## src/rtl/sha256_round_engine.sv

```systemverilog
`default_nettype none
// ============================================================================
// Module   : sha256_round_engine
// Purpose  : SHA-256 compression of one 512-bit block, one round per cycle,
//            fed W[t] by an external message scheduler.
// Revision : 1.0
// ============================================================================
module sha256_round_engine #(
   parameter int MSG_BLK  = 32,
   parameter int BLK_CNT  = 6,
   parameter int DGST_SIZ = 256
) (
   input  logic                clk,
   input  logic                reset_n,
   input  logic                i_start,
   input  logic                i_init,
   output logic                o_msg_schdl_en,
   output logic [BLK_CNT-1:0]  o_blk_nmbr,
   input  logic [MSG_BLK-1:0]  i_msg_blk,
   output logic                o_busy,
   output logic                o_done,
   output logic [DGST_SIZ-1:0] o_digest
);

   localparam logic [1:0] c_st_idle  = 2'd0;
   localparam logic [1:0] c_st_fetch = 2'd1;
   localparam logic [1:0] c_st_round = 2'd2;
   localparam logic [1:0] c_st_final = 2'd3;

   localparam logic [DGST_SIZ-1:0] c_iv =
      256'h6a09e667_bb67ae85_3c6ef372_a54ff53a_510e527f_9b05688c_1f83d9ab_5be0cd19;

   localparam logic [MSG_BLK-1:0] c_k [64] = '{
      32'h428a2f98, 32'h71374491, 32'hb5c0fbcf, 32'he9b5dba5, 32'h3956c25b, 32'h59f111f1, 32'h923f82a4, 32'hab1c5ed5,
      32'hd807aa98, 32'h12835b01, 32'h243185be, 32'h550c7dc3, 32'h72be5d74, 32'h80deb1fe, 32'h9bdc06a7, 32'hc19bf174,
      32'he49b69c1, 32'hefbe4786, 32'h0fc19dc6, 32'h240ca1cc, 32'h2de92c6f, 32'h4a7484aa, 32'h5cb0a9dc, 32'h76f988da,
      32'h983e5152, 32'ha831c66d, 32'hb00327c8, 32'hbf597fc7, 32'hc6e00bf3, 32'hd5a79147, 32'h06ca6351, 32'h14292967,
      32'h27b70a85, 32'h2e1b2138, 32'h4d2c6dfc, 32'h53380d13, 32'h650a7354, 32'h766a0abb, 32'h81c2c92e, 32'h92722c85,
      32'ha2bfe8a1, 32'ha81a664b, 32'hc24b8b70, 32'hc76c51a3, 32'hd192e819, 32'hd6990624, 32'hf40e3585, 32'h106aa070,
      32'h19a4c116, 32'h1e376c08, 32'h2748774c, 32'h34b0bcb5, 32'h391c0cb3, 32'h4ed8aa4a, 32'h5b9cca4f, 32'h682e6ff3,
      32'h748f82ee, 32'h78a5636f, 32'h84c87814, 32'h8cc70208, 32'h90befffa, 32'ha4506ceb, 32'hbef9a3f7, 32'hc67178f2
   };

   function automatic logic [MSG_BLK-1:0] f_rotr(input logic [MSG_BLK-1:0] x, input int n);
      return (x >> n) | (x << (MSG_BLK - n));
   endfunction

   logic [1:0]          r_state;
   logic [BLK_CNT-1:0]  r_t;
   logic [BLK_CNT-1:0]  r_idx;
   logic                r_en;
   logic                r_busy;
   logic                r_done;
   logic [DGST_SIZ-1:0] r_hash;
   logic [DGST_SIZ-1:0] r_digest;
   logic [MSG_BLK-1:0]  r_a, r_b, r_c, r_d, r_e, r_f, r_g, r_h;

   logic [MSG_BLK-1:0]  w_sig0, w_sig1, w_ch, w_maj, w_t1, w_t2;
   logic [DGST_SIZ-1:0] w_chain;
   logic [DGST_SIZ-1:0] w_work;
   logic [DGST_SIZ-1:0] w_final;

   always_comb begin
      w_sig0 = f_rotr(r_a, 2) ^ f_rotr(r_a, 13) ^ f_rotr(r_a, 22);
      w_sig1 = f_rotr(r_e, 6) ^ f_rotr(r_e, 11) ^ f_rotr(r_e, 25);
      w_ch   = (r_e & r_f) ^ (~r_e & r_g);
      w_maj  = (r_a & r_b) ^ (r_a & r_c) ^ (r_b & r_c);
      w_t1   = r_h + w_sig1 + w_ch + c_k[r_t] + i_msg_blk;
      w_t2   = w_sig0 + w_maj;
   end

   assign w_chain = i_init ? c_iv : r_digest;
   assign w_work  = {r_a, r_b, r_c, r_d, r_e, r_f, r_g, r_h};

   for (genvar gi = 0; gi < 8; gi++) begin : g_final
      assign w_final[DGST_SIZ-1-MSG_BLK*gi -: MSG_BLK] =
         r_hash[DGST_SIZ-1-MSG_BLK*gi -: MSG_BLK] + w_work[DGST_SIZ-1-MSG_BLK*gi -: MSG_BLK];
   end

   // The scheduler returns W[t] one cycle after the index, so the index runs two ahead of t.
   always_ff @(posedge clk or negedge reset_n) begin
      if (!reset_n) begin
         r_state  <= c_st_idle;
         r_t      <= '0;
         r_idx    <= '0;
         r_en     <= 1'b0;
         r_busy   <= 1'b0;
         r_done   <= 1'b0;
         r_hash   <= '0;
         r_digest <= '0;
         {r_a, r_b, r_c, r_d, r_e, r_f, r_g, r_h} <= '0;
      end else begin
         r_done <= 1'b0;
         case (r_state)
            c_st_idle: begin
               if (i_start) begin
                  {r_a, r_b, r_c, r_d, r_e, r_f, r_g, r_h} <= w_chain;
                  r_hash  <= w_chain;
                  r_idx   <= '0;
                  r_en    <= 1'b1;
                  r_busy  <= 1'b1;
                  r_state <= c_st_fetch;
               end
            end
            c_st_fetch: begin
               r_idx   <= BLK_CNT'(1);
               r_t     <= '0;
               r_state <= c_st_round;
            end
            c_st_round: begin
               r_h <= r_g;
               r_g <= r_f;
               r_f <= r_e;
               r_e <= r_d + w_t1;
               r_d <= r_c;
               r_c <= r_b;
               r_b <= r_a;
               r_a <= w_t1 + w_t2;
               r_t <= r_t + BLK_CNT'(1);
               if (r_t <= BLK_CNT'(61)) begin
                  r_idx <= r_t + BLK_CNT'(2);
               end else begin
                  r_en <= 1'b0;
               end
               if (r_t == BLK_CNT'(63)) begin
                  r_state <= c_st_final;
               end
            end
            c_st_final: begin
               r_digest <= w_final;
               r_done   <= 1'b1;
               r_busy   <= 1'b0;
               r_state  <= c_st_idle;
            end
            default: r_state <= c_st_idle;
         endcase
      end
   end

   assign o_msg_schdl_en = r_en;
   assign o_blk_nmbr     = r_idx;
   assign o_busy         = r_busy;
   assign o_done         = r_done;
   assign o_digest       = r_digest;

endmodule
`default_nettype wire

```

## config.mk

```make
export PLATFORM = sky130hd
export DESIGN_NAME = sha256_round_engine
export DESIGN_NICKNAME = d
export VERILOG_FILES = /design/src/rtl/sha256_round_engine.sv
export SDC_FILE = /design/constraint.sdc
export NUM_CORES = 2
export LEC_CHECK = 0
export BUFFER_PORTS_ARGS = -buffer_cell sky130_fd_sc_hd__buf_2
export CORE_MARGIN = 5
export CORE_UTILIZATION = 63
export DETAILED_ROUTE_END_ITERATION = 8
export PLACE_DENSITY_LB_ADDON = 0.2
export SYNTH_ARGS = -nofsm -noshare
export SYNTH_HDL_FRONTEND = slang
export SYNTH_SLANG_ARGS = --single-unit
```

## constraint.sdc

```tcl
create_clock -name clk -period 9.29 [get_ports clk]
set_input_delay 1.3935 -clock clk [delete_from_list [all_inputs] [get_ports clk]]
set_output_delay 1.3935 -clock clk [all_outputs]
set_load 0.05 [all_outputs]
```

==> flow_metrics.py <==
metrics = {
    "sta": {
        "rsz0062_at_grt": "no",
        "slew_viol_final": 0,
        "fin_crit_sh_pct": 89.7,
        "worst_pin_slew_ps": 1270,
        "period_minus_slack_ps": 8330,
        "maxSlewHeadroom_pct": 15.2,
        "setup_viol": 0,
        "hold_viol": 0,
        "clock.fmax_mhz": 120,
        "finClkSkew_ps": 39.9,
        "timing.setup.tns_ps": 0,
    },
    "synthesis": {
        "yosys_warnings": 0,
        "synth-edff-count": 0,
        "synth_cell_types": 110,
        "syn_nets": 6794,
        "synth-main-ff-cell": "dfrtp_1",
        "ys_seq_elements": 785,
        "syn-cell-area_um2": 55600,
        "netlist_instances": 6255,
        "syn_area_per_cell_um2": 8.89,
        "yosysSeqAreaShare_pct": 35.3,
        "async_reset_ff_share_pct": 100,
    },
    "worst_setup_path": {
        "arrival_ps": 8900,
        "worstPathMaxFanout": 17,
        "crit_path_top_delay_cell": "ha_1",
        "critPathMaxStageDelay_ps": 500,
        "end_kind": "register",
        "criticalPathCategory": "reg2reg",
        "rrSetupSlack_ps": 960,
        "crit_path_start_kind": "register",
        "cp.required_ps": 9860,
    },
    "clock_tree": {
        "cts_sinks": 785,
        "ctsHtreeMaxLevel": 3,
        "post_cts_buffers": 0,
        "hold_buffers": 0,
        "clockBufferDepth": 3,
        "numCtsBuffers": 86,
        "clk_pin_slew_ps": 60,
        "cts_tree": "yes",
        "post_cts_resized": 0,
        "clkLatencyLatePin_ps": 700,
        "ctsRootBufferMaster": "clkbuf_16",
    },
    "cells_and_area": {
        "fin_cells": 7568,
        "fill_cells": 6923,
        "final_cell_mix": "dfrtp_1, nand2_1, o21ai_0",
        "final_common_cell": "dfrtp_1",
        "area_delta_synth_final_pct": 9.03,
        "drive_gt1_share_pct": 13.0,
        "layout.nets": 6880,
    },
    "floorplan": {
        "core_area_um2": 88000,
        "rows": 109,
        "die_w_um": 307,
        "top_level_ports": 301,
        "start_util_pct": 63.2,
        "die_h_um": 307,
        "dieArea_um2": 94300,
    },
    "global_route": {
        "grt_max_degree": 174,
        "grt_pass1_wl_um": 307000,
        "grt_pass1_vias": 48400,
        "antenna_found_initial": 10,
        "grt_overflow": 0,
        "grt.total_usage_pct": 43.0,
    },
    "detailed_routing": {
        "drc": 0,
        "ant_nets": 0,
        "first_pass_iters": 8,
        "viasPerCell": 6.63,
        "drt_iter0_markers": 5691,
        "dr_total_vias": 50200,
        "drt-total-wl_um": 208000,
        "post_drt_wl_per_cell_um": 27.4,
    },
    "run": {
        "max_cap_violations": 0,
    },
    "placement": {
        "port-buffer-count": 300,
        "dp_cells": 7418,
        "gp_congestion": 1.03,
        "hpwl_um": 150000,
    },
    "status": {
        "outcome": "finished, final reports clean",
    },
    "min_path": {
        "hp-class": "reg2reg",
    },
}
==> cell families (layout without fill, tap and decap cells) <==
group / after synthesis / after routing / share of synthesized area (%)
AOI/OAI and AO/OA: 1778 / 1778 / 19.9
and+or+nand+nor: 1715 / 1715 / 13.2
DFF: 785 / 785 / 35.3
buffers and inverters: 719 / 864 / 4.91
adders and majority gates: 526 / 526 / 13.6
xor gates and xnor gates: 438 / 438 / 6.93
muxes: 294 / 294 / 6.12
other: 0 / 3 / 0
==> per-stage QoR <==
step / worst slack (ps) / hold WS (ps) / utilization, % / area, um2
after floorplan: 1880 / 445 / - / 55600
after global placement: 1170 / 455 / 65.8 / 57800
after detailed placement: 1080 / 462 / 65.8 / 57800
after CTS: 1060 / 474 / 68.9 / 60600
after global routing: 403 / 487 / 68.9 / 60600
final: 960 / 471 / 68.9 / 60600
==> layer usage <==
metal,vias to the layer above,global-route usage [%],routed length (um)
met5,-,0,80
met4,12,30.6,18800
met3,808,10.6,21300
met2,2902,65.4,90600
met1,24400,54.1,76900
li1,22000,-,-
==> state kept, by name, summed over array words and instances (netlist names) <==
signal,cells
o_done,1
r_b,32
o_busy,1
r_h,32
r_t,6
o_blk_nmbr,6
r_c,32
r_f,32
r_e,32
r_hash,256
r_g,32
r_d,32
r_a,32
o_digest,256
r_state,2
o_msg_schdl_en,1
==> path summary, 6_finish.rpt <==
| path | startpoint | endpoint | cells past startpoint |
|---|---|---|---|
| worst max-delay path | r_t[0]$_DFFE_PN0P_ | r_a[30]$_DFFE_PN0P_ | 31 |
| worst min-delay path | r_hash[90]$_DFFE_PN0P_ | r_hash[90]$_DFFE_PN0P_ | 2 |
| worst max register to register | r_t[0]$_DFFE_PN0P_ | r_a[30]$_DFFE_PN0P_ | 31 |
| worst min register to register | r_hash[90]$_DFFE_PN0P_ | r_hash[90]$_DFFE_PN0P_ | 2 |
| max in group asynchronous | reset_n | o_digest[210]$_DFFE_PN0P_ | 3 |
| min in group asynchronous | reset_n | o_digest[94]$_DFFE_PN0P_ | 1 |
==> cell type report <==
type | count | area (um2) | share of cell area (%)
Clock buffer | 120 | 2420 | 3.99
Clock inverter | 27 | 342 | 0.564
Timing Repair Buffer | 363 | 2120 | 3.49
Multi-Input combinational cell | 4751 | 33300 | 54.9
Sequential cell | 785 | 19700 | 32.4
Inverter | 354 | 1340 | 2.21
Antenna cell | 3 | 7.51 | 0.0124
Tap cell | 1165 | 1460 | 2.40
==> cell usage after synthesis, types with 40 or more instances <==
cell type	instances	area share, %
a21o_1	182	2.5
xor2_1	104	1.6
o21ai_1	43	0.39
a211oi_1	49	0.66
a31oi_1	62	0.70
o22ai_1	62	0.70
xnor2_1	333	5.2
a21oi_1	455	4.1
ha_1	368	8.3
o21a_1	48	0.65
clkbuf_1	326	2.2
nor2b_1	40	0.45
nand3_1	135	1.2
nand2_1	781	5.3
o21ai_0	524	4.7
nand2b_1	42	0.47
nor3_1	75	0.68
dfrtp_1	785	35
mux2_2	260	5.3
a221oi_1	64	1.0
nor2_1	492	3.3
fa_1	135	4.9
o21bai_1	44	0.59
inv_1	349	2.4
==> critical path: cells and delay by family, from the launching register on <==
kind / cells / cell delay [ps]
AND/OR/NAND/NOR: 9 / 1800
flip-flops: 1 / 380
multiplexers: 1 / 210
AO/OA/AOI/OAI: 10 / 2390
buffers and inverters: 4 / 650
adder cells (fa/ha/maj): 6 / 2440
XOR/XNOR: 1 / 330
Power is left out: the tool's default activity adds up to more than one toggle a clock period on the data nets, which glitch-free logic cannot reach.
